[src/rtl/ahb_lite_arbiter.sv]
// Two-requester round-robin front end onto a single AHB-Lite master port.
// Each accepted request becomes one SINGLE NONSEQ transfer or an immediate rejection.
module ahb_lite_arbiter #(
  parameter int ADDR_WIDTH = 32,
  parameter int DATA_WIDTH = 32
) (
  input  logic                    hclk,
  input  logic                    hreset,
  input  logic [1:0]              req_valid,
  output logic [1:0]              req_ready,
  input  logic [2*ADDR_WIDTH-1:0] req_addr,
  input  logic [1:0]              req_write,
  input  logic [5:0]              req_size,
  input  logic [2*DATA_WIDTH-1:0] req_wdata,
  output logic [1:0]              rsp_valid,
  output logic [DATA_WIDTH-1:0]   rsp_rdata,
  output logic                    rsp_err,
  output logic [15:0]             err_count,
  output logic [ADDR_WIDTH-1:0]   haddr,
  output logic [1:0]              htrans,
  output logic                    hwrite,
  output logic [2:0]              hsize,
  output logic [2:0]              hburst,
  output logic [3:0]              hprot,
  output logic                    hsel,
  output logic [DATA_WIDTH-1:0]   hwdata,
  input  logic [DATA_WIDTH-1:0]   hrdata,
  input  logic                    hready,
  input  logic                    hresp
);

  // state | meaning
  // IDLE  | waiting for a request; req_ready offered to the granted requester
  // ADDR  | NONSEQ address phase, held until hready
  // DATA  | data phase, held until hready; response captured on completion
  // REJ   | illegal request swallowed for one cycle, error response follows
  typedef enum logic [1:0] {IDLE, ADDR, DATA, REJ} state_t;

  localparam logic [2:0] MAX_SIZE = (DATA_WIDTH == 64) ? 3'd3 : 3'd2;

  state_t                  state_q, state_d;
  logic                    last_q;
  logic                    owner_q;
  logic [ADDR_WIDTH-1:0]   addr_q;
  logic                    write_q;
  logic [2:0]              size_q;
  logic [DATA_WIDTH-1:0]   wdata_q;
  logic [1:0]              rsp_valid_q;
  logic                    rsp_err_q;
  logic [DATA_WIDTH-1:0]   rsp_rdata_q;
  logic [15:0]             err_count_q;

  logic                    gnt;
  logic                    accept;
  logic                    legal;
  logic [ADDR_WIDTH-1:0]   sel_addr;
  logic [2:0]              sel_size;
  logic [2:0]              align_mask;
  logic                    resp_fire;
  logic                    resp_err;

  always_comb begin
    gnt = 1'b0;
    case (req_valid)
      2'b01:   gnt = 1'b0;
      2'b10:   gnt = 1'b1;
      2'b11:   gnt = ~last_q;
      default: gnt = 1'b0;
    endcase
  end

  assign accept    = (state_q == IDLE) && !hreset && (req_valid != 2'b00);
  assign req_ready = accept ? (gnt ? 2'b10 : 2'b01) : 2'b00;
  assign sel_addr  = gnt ? req_addr[2*ADDR_WIDTH-1:ADDR_WIDTH] : req_addr[ADDR_WIDTH-1:0];
  assign sel_size  = gnt ? req_size[5:3] : req_size[2:0];

  always_comb begin
    align_mask = 3'b111;
    case (sel_size)
      3'd0:    align_mask = 3'b000;
      3'd1:    align_mask = 3'b001;
      3'd2:    align_mask = 3'b011;
      default: align_mask = 3'b111;
    endcase
  end

  assign legal = (sel_size <= MAX_SIZE) && ((sel_addr[2:0] & align_mask) == 3'b000);

  always_comb begin
    state_d = state_q;
    case (state_q)
      IDLE:    if (accept) state_d = legal ? ADDR : REJ;
      ADDR:    if (hready) state_d = DATA;
      DATA:    if (hready) state_d = IDLE;
      REJ:     state_d = IDLE;
      default: state_d = IDLE;
    endcase
  end

  always_ff @(posedge hclk) begin
    if (hreset) state_q <= IDLE;
    else        state_q <= state_d;
  end

  // hresp is only sampled with hready, so a two-cycle ERROR completes once
  assign resp_fire = ((state_q == DATA) && hready) || (state_q == REJ);
  assign resp_err  = (state_q == REJ) || hresp;

  always_ff @(posedge hclk) begin
    if (hreset) begin
      last_q      <= 1'b1;
      owner_q     <= 1'b0;
      addr_q      <= '0;
      write_q     <= 1'b0;
      size_q      <= 3'd0;
      wdata_q     <= '0;
      rsp_valid_q <= 2'b00;
      rsp_err_q   <= 1'b0;
      rsp_rdata_q <= '0;
      err_count_q <= 16'h0000;
    end else begin
      rsp_valid_q <= 2'b00;
      rsp_err_q   <= 1'b0;
      rsp_rdata_q <= '0;
      if (accept) begin
        last_q  <= gnt;
        owner_q <= gnt;
        addr_q  <= sel_addr;
        write_q <= gnt ? req_write[1] : req_write[0];
        size_q  <= sel_size;
        wdata_q <= gnt ? req_wdata[2*DATA_WIDTH-1:DATA_WIDTH] : req_wdata[DATA_WIDTH-1:0];
      end
      if (resp_fire) begin
        rsp_valid_q <= owner_q ? 2'b10 : 2'b01;
        rsp_err_q   <= resp_err;
        rsp_rdata_q <= ((state_q == DATA) && !write_q) ? hrdata : '0;
        if (resp_err && (err_count_q != 16'hFFFF))
          err_count_q <= err_count_q + 16'd1;
      end
    end
  end

  assign rsp_valid = rsp_valid_q;
  assign rsp_err   = rsp_err_q;
  assign rsp_rdata = rsp_rdata_q;
  assign err_count = err_count_q;

  assign htrans = (state_q == ADDR) ? 2'b10 : 2'b00;
  assign hsel   = (state_q == ADDR);
  assign haddr  = (state_q == ADDR) ? addr_q : '0;
  assign hwrite = (state_q == ADDR) ? write_q : 1'b0;
  assign hsize  = (state_q == ADDR) ? size_q : 3'd0;
  assign hburst = 3'b000;
  assign hprot  = 4'b0011;
  assign hwdata = ((state_q == DATA) && write_q) ? wdata_q : '0;

endmodule

[config.mk]
export PLATFORM = sky130hd
export DESIGN_NAME = ahb_lite_arbiter
export DESIGN_NICKNAME = d
export VERILOG_FILES = /design/src/rtl/ahb_lite_arbiter.sv
export SDC_FILE = /design/constraint.sdc
export NUM_CORES = 1
export LEC_CHECK = 0
export BUFFER_PORTS_ARGS = -buffer_cell sky130_fd_sc_hd__buf_2
export CAP_MARGIN = 30
export CORE_UTILIZATION = 40
export CTS_BUF_LIST = sky130_fd_sc_hd__clkbuf_4 sky130_fd_sc_hd__clkbuf_8 sky130_fd_sc_hd__clkbuf_16
export DETAILED_ROUTE_END_ITERATION = 10
export PLACE_DENSITY_LB_ADDON = 0.12
export SLEW_MARGIN = 20
export SYNTH_ARGS = -nofsm -noshare
export SYNTH_HDL_FRONTEND = slang
export SYNTH_SLANG_ARGS = --single-unit
[constraint.sdc]
create_clock -name hclk -period 2.3 [get_ports hclk]
set_clock_uncertainty 0.1 [all_clocks]
set_input_delay 0.115 -clock hclk [delete_from_list [all_inputs] [get_ports hclk]]
set_output_delay 0.115 -clock hclk [all_outputs]
set_load 0.1 [all_outputs]
# Word-level counts from Yosys, hierarchy flattened

Cells that the tools add are included.

Word-level logic and storage cells: 66
Bits of input ports: 174
Register bits after elaboration: 123
RAM bits: 0
Latch bits: 0
Bits in read-only memories: 0
Output and inout bits: 131
Memories: 0

Shifts and indexed selects: 0
Mux-type cells: 19
Bitwise logic cells: 4
Reductions and logical operators: 19
Order comparisons: 1
Equality and inequality tests: 11
Multipliers: 0
Div/mod/pow operators: 0
Add/sub/neg operators: 1

Operator list:

| operator                                                       | count |
|---|---|
| 2-to-1 mux 32 bit                                              | 4 |
| adder 16 x 1 -> 16 bit, second input constant                  | 1 |
| 2-to-1 mux 2 bit                                               | 8 |
| != test 16 bit, second input constant                          | 1 |
| case mux 3 bit (3 select lines)                                | 1 |
| == test 2 bit, second input constant                           | 4 |
| case mux 2 bit (4 select lines)                                | 1 |
| logical AND 1 bit                                              | 7 |
| logical NOT 3 bit                                              | 2 |
| 2-to-1 mux 3 bit                                               | 2 |
| != test 2 bit, second input constant                           | 2 |
| bitwise AND 3 bit                                              | 1 |
| == test 3 x 1 -> 1 bit, second input constant                  | 1 |
| == test 3 x 2 -> 1 bit, second input constant                  | 1 |
| less-or-equal comparator 3 x 2 -> 1 bit, second input constant | 1 |
| NOT 1 bit                                                      | 3 |
| AND reduction 3 bit                                            | 1 |
| OR reduction 3 bit                                             | 1 |
| == test 2 x 1 -> 1 bit, second input constant                  | 1 |
| logical NOT 1 bit                                              | 2 |
| logical NOT 2 bit                                              | 1 |
| logical OR 1 bit                                               | 2 |
| 2-to-1 mux 1 bit                                               | 2 |
| != test 2 x 1 -> 1 bit, second input constant                  | 1 |
| other kinds (4)                                                | 4 |

# Depth between registers and ports, before layout

Depth in word-level cells: 11
Depth in mapped cells: 6
Gate-level depth less buffers: 5

# Worst setup path before layout

No wires, ideal clock.

Path type: reg2out
Start: register last_q
End: output port req_ready[0]
Arrival: 2811 ps
Slack: -726 ps
Stages on the path, launching flop included: 5
Path through: dfxtp_1 a21boi_0 buf_2 buf_2 nor3_1

Cells in the longest elaborated chain, start to end: 4

Ends and longest elaborated chain:

| element                         | RTL line | source |
|---|---|---|
| from (decl)                     | 42       | `logic last_q;` |
| from (signal assigned)          | 126      | `last_q <= gnt;` |
| NOT 1 bit                       | 67       | `2'b11: gnt = ~last_q;` |
| case mux 1 bit (2 select lines) | 64       | `case (req_valid)` |
| 2-to-1 mux 2 bit (2 in series)  | 73       | `assign req_ready = accept ? (gnt ? 2'b10 : 2'b01) : 2'b00;` |
| to (decl)                       | 10       | `output logic [1:0] req_ready,` |

No other way between the ends.

# Worst setup path after layout

Start: register state_q[1]
End: output port hwdata[12]

Cells in the longest elaborated chain, start to end: 3

Ends and longest elaborated chain:

| element                | RTL line | source |
|---|---|---|
| from (decl)            | 41       | `state_t state_q, state_d;` |
| from (signal assigned) | 102      | `else state_q <= state_d;` |
| == test 2 bit          | 155      | `assign hwdata = ((state_q == DATA) && write_q) ? wdata_q : '0;` |
| logical AND 1 bit      | 155      |  |
| 2-to-1 mux 32 bit      | 155      |  |
| to (decl)              | 26       | `output logic [DATA_WIDTH-1:0] hwdata,` |

No other way between the ends.

==> impl_metrics.yaml <==
cts:
  numCtsBuffers: 17
  clock_latency_ns: 0.42
  cts_tree: "done"
  clock-root-buffer: "clkbuf_16"
  cts.sinks: 123
  clk_pin_slew_worst_paths_ns: 0.06
  post-cts-setup-buffer-count: 0
  htree_levels: 4
  clockBufferDepth: 2
synthesis:
  syn_area_sq_mm: 0.00557
  synth_simple_gate_area_share_pct: 23.0
  synth_top_family_by_area: "simple AND/OR/NAND/NOR gates"
  ys_types: 46
  muxShareOfSynthArea_pct: 12.8
  syn_avg_cell_area_sq_um: 9.27
  synth_warnings: 0
  synth_compound_area_share_pct: 14.1
  async_flop_share_pct: 0
  synthTopCellsByArea: "dfxtp_1, mux2i_1, and2_1"
  synth_top_area_share_pct: 44.2
  synth_edf_count: 0
  synth_area_leader_cell: "dfxtp_1"
  ys_seq_area_share_pct: 44.2
  synth-xor-area-share_pct: 0
  synth-seq-cells: 123
  yosys.area_share.adder_pct: 0.225
  syn-instance-count: 601
  synthFlopType: "dfxtp_1"
min_path:
  hold_start: "req_wdata[30]"
  whs_path_depth: 3
  hold_path_class: "input pin to flip-flop"
  min_to: "wdata_q[30]$_SDFFE_PP0P_"
setup_path:
  worstReg2RegEnd: "wdata_q[10]$_SDFFE_PP0P_"
  crit_fanout: 22
  cp.required_ns: 2.09
  ff2ff_path_depth: 5
  crit_arrival_ns: 1.97
  cp-start-kind: "flip-flop"
  path_class: "flip-flop to output pin"
  rrSetupSlack_ns: 0.17
  r2r-start: "last_q$_SDFFE_PP1P_"
  critPathCaptureType: "output pin"
timing:
  max-slew-margin-rel_pct: 65.1
  max_freq_mhz: 457
  finalMaxSlewViolations: 0
  setup_viol: 0
  hold_viol_final: 1
  max_slew.worst_pin.slew_ns: 0.518
  setup_tns_ns: 0
  post-route-period-util_pct: 95.1
  hold-worst-slack_ns: -0.00279
  postLayoutSetupSlackWorst_ns: 0.112
  fin_crit_ns: 2.19
die:
  io_pins: 305
  die_w_um: 120
  dieArea_sq_mm: 0.0144
  initial_core_util_pct: 41.6
  rows: 42
  die_h_um: 120
  fp.coreArea_sq_mm: 0.0134
run_status:
  violations: "hold timing"
  status: "finished, violations left"
drt:
  wl_per_cell_um: 15.3
  firstDrtPassIters: 4
  vias: 6007
  vias_per_cell: 4.92
  drt_iter0_markers: 216
  drc: 0
  wl_um: 18700
  ant_nets: 0
job:
  cap_viol_max_count: 0
power:
  power_density_mw_per_mm2: 719
  vdd_ir_drop_max_v: 0.000562
  p_leak_nw: 4.46
cells_and_area:
  n_antenna_cell: 0
  nets: 1206
  area.growth.synth_to_final_pct: 73.3
  fillers: 954
  drive_above_1_share_pct: 34.7
placed_design:
  place.gp.congestion: 0.810
  dp_slack_ns: 0.364
  dp_hpwl_um: 11400
  port_buffers: 296
grt:
  grt_overflow_total: 0
  antenna_found_initial: 0
  grt_pass1_vias: 6132
  grt_pass1_wl_um: 29100
  grt_max_degree: 70
  grt_use_total_pct: 25.8
registers in the layout, indices dropped and copies added, names as in the netlist:
signal and cells:
owner_q 1, wdata_q 32, err_count 16, rsp_err 1
rsp_rdata 32, write_q 1, addr_q 32, size_q 3
state_q 2, rsp_valid 2, last_q 1
layer usage:
layer  track usage (%)  wire [um]  part of all wire [%]  up-vias
met1              26.5       7010                    38     2761
met4              12.6        627                   3.4        0
met3              7.13       1290                   6.9       43
met2              47.7       9740                    52      230
met5                 0          0                     0        -
li1                  -          -                     -     2973
synthesized netlist by cell type, types with 2 or more instances:
| cell | n |
|---|---|
| nor2b_1 | 4 |
| dfxtp_1 | 123 |
| and4_1 | 2 |
| o21ai_0 | 5 |
| nand4_1 | 6 |
| mux2i_1 | 69 |
| o31a_1 | 2 |
| nand3_1 | 3 |
| inv_1 | 5 |
| o22ai_1 | 2 |
| buf_2 | 19 |
| clkbuf_1 | 25 |
| nor2_1 | 79 |
| a21oi_1 | 12 |
| nor3_1 | 3 |
| conb_1 | 2 |
| and3_1 | 2 |
| a31oi_1 | 2 |
| and2_1 | 101 |
| nand2_1 | 14 |
| o21a_1 | 4 |
| or4_1 | 8 |
| a211oi_1 | 68 |
| nor4_1 | 2 |
| buf_1 | 2 |
| o31ai_1 | 7 |
| buf_6 | 2 |
| buf_4 | 9 |
| a311oi_1 | 2 |
final cells by class:
| cell class | instances | area (sq um) | share of cell area (%) |
|---|---|---|---|
| well taps | 176 | 220 | 2.28 |
| repair buffers | 462 | 3510 | 36.3 |
| clock inverters | 15 | 151 | 1.57 |
| multi-input cells | 422 | 2860 | 29.6 |
| flip-flops and latches | 123 | 2470 | 25.6 |
| clock buffers | 17 | 425 | 4.41 |
| inverters | 5 | 18.8 | 0.194 |
critical path, cell delays in order (launching register included):
cell     delay (ns)
dfxtp_1        0.53
nand2_1        0.11
nor2_2         0.11
buf_4          0.22
and2_1         0.15
buf_2          0.43
kinds of logic after synthesis:
family / after synthesis
and+or+nand+nor: 233
AOI/OAI and AO/OA: 109
adders and majority gates: 1
other: 2
buffers and inverters: 62
muxes: 71
DFF: 123
metrics by stage:
stage / utilization, % / area (sq um) / power [mW] / cells / hold slack, ns
global route: 72.1 / 9660 / 7.21 / 1220 / 0.00753
CTS: 71.9 / 9630 / 6.97 / 1220 / 0.000756
finish: 72.1 / 9660 / 6.94 / 1220 / -0.00279
detailed placement: 56.1 / 7510 / 4.10 / 1034 / 0.219
global placement: 56.1 / 7510 / 4.06 / 1034 / 0.213
floorplan: - / 5610 / 3.64 / 607 / 0.137
placed cells by master (no fill, tap or decap), types with 3 or more instances in the layout:
cell           instances
nand2_1               14
inv_1                  5
conb_1                 8
and2_1               101
a21oi_1               12
nand4_1                6
buf_2                263
buf_12                25
clkinvlp_4             3
clkbuf_4              10
o31ai_1                7
nor3_2                 3
nor2_1                78
a211oi_1              68
dfxtp_2                7
nor2b_1                3
nand3_1                3
dlygate4sd3_1        154
mux2i_1               69
o21a_1                 4
o21ai_0                5
dfxtp_1              116
or4_1                  8
inv_6                  9
clkbuf_16             17
buf_4                 10
worst max-delay path by stage:
stage | start | end | slack [ns] | cells after the start
6_report | state_q[1]$_SDFFE_PP0P_ | hwdata[12] | 0.11 | 5
5_1_grt | state_q[1]$_SDFFE_PP0P_ | hwdata[12] | -0.004 | 5
4_1_cts | state_q[1]$_SDFFE_PP0P_ | hwdata[4] | 0.07 | 5
3_5_place_dp | state_q[1]$_SDFFE_PP0P_ | err_count[4]$_SDFFE_PP0P_ | 0.36 | 3
3_3_place_gp | state_q[1]$_SDFFE_PP0P_ | err_count[4]$_SDFFE_PP0P_ | 0.40 | 3
2_1_floorplan | err_count[13]$_SDFFE_PP0P_ | err_count[0]$_SDFFE_PP0P_ | -0.02 | 4
report_power, final:
part	switching (mW)	total (mW)	internal (mW)	leakage [nW]
combinational	1.15	1.90	0.744	3.17
clock	1.08	2.60	1.52	0.275
sequential	0.103	2.44	2.34	1.01
timing repair:
item	CTS	global route
endpoints found under the hold margin	96	0
hold buffers	154	0
resized for setup	0	10
endpoints found under the setup margin	0	10
No activity file was read; power rests on OpenSTA's default activity.
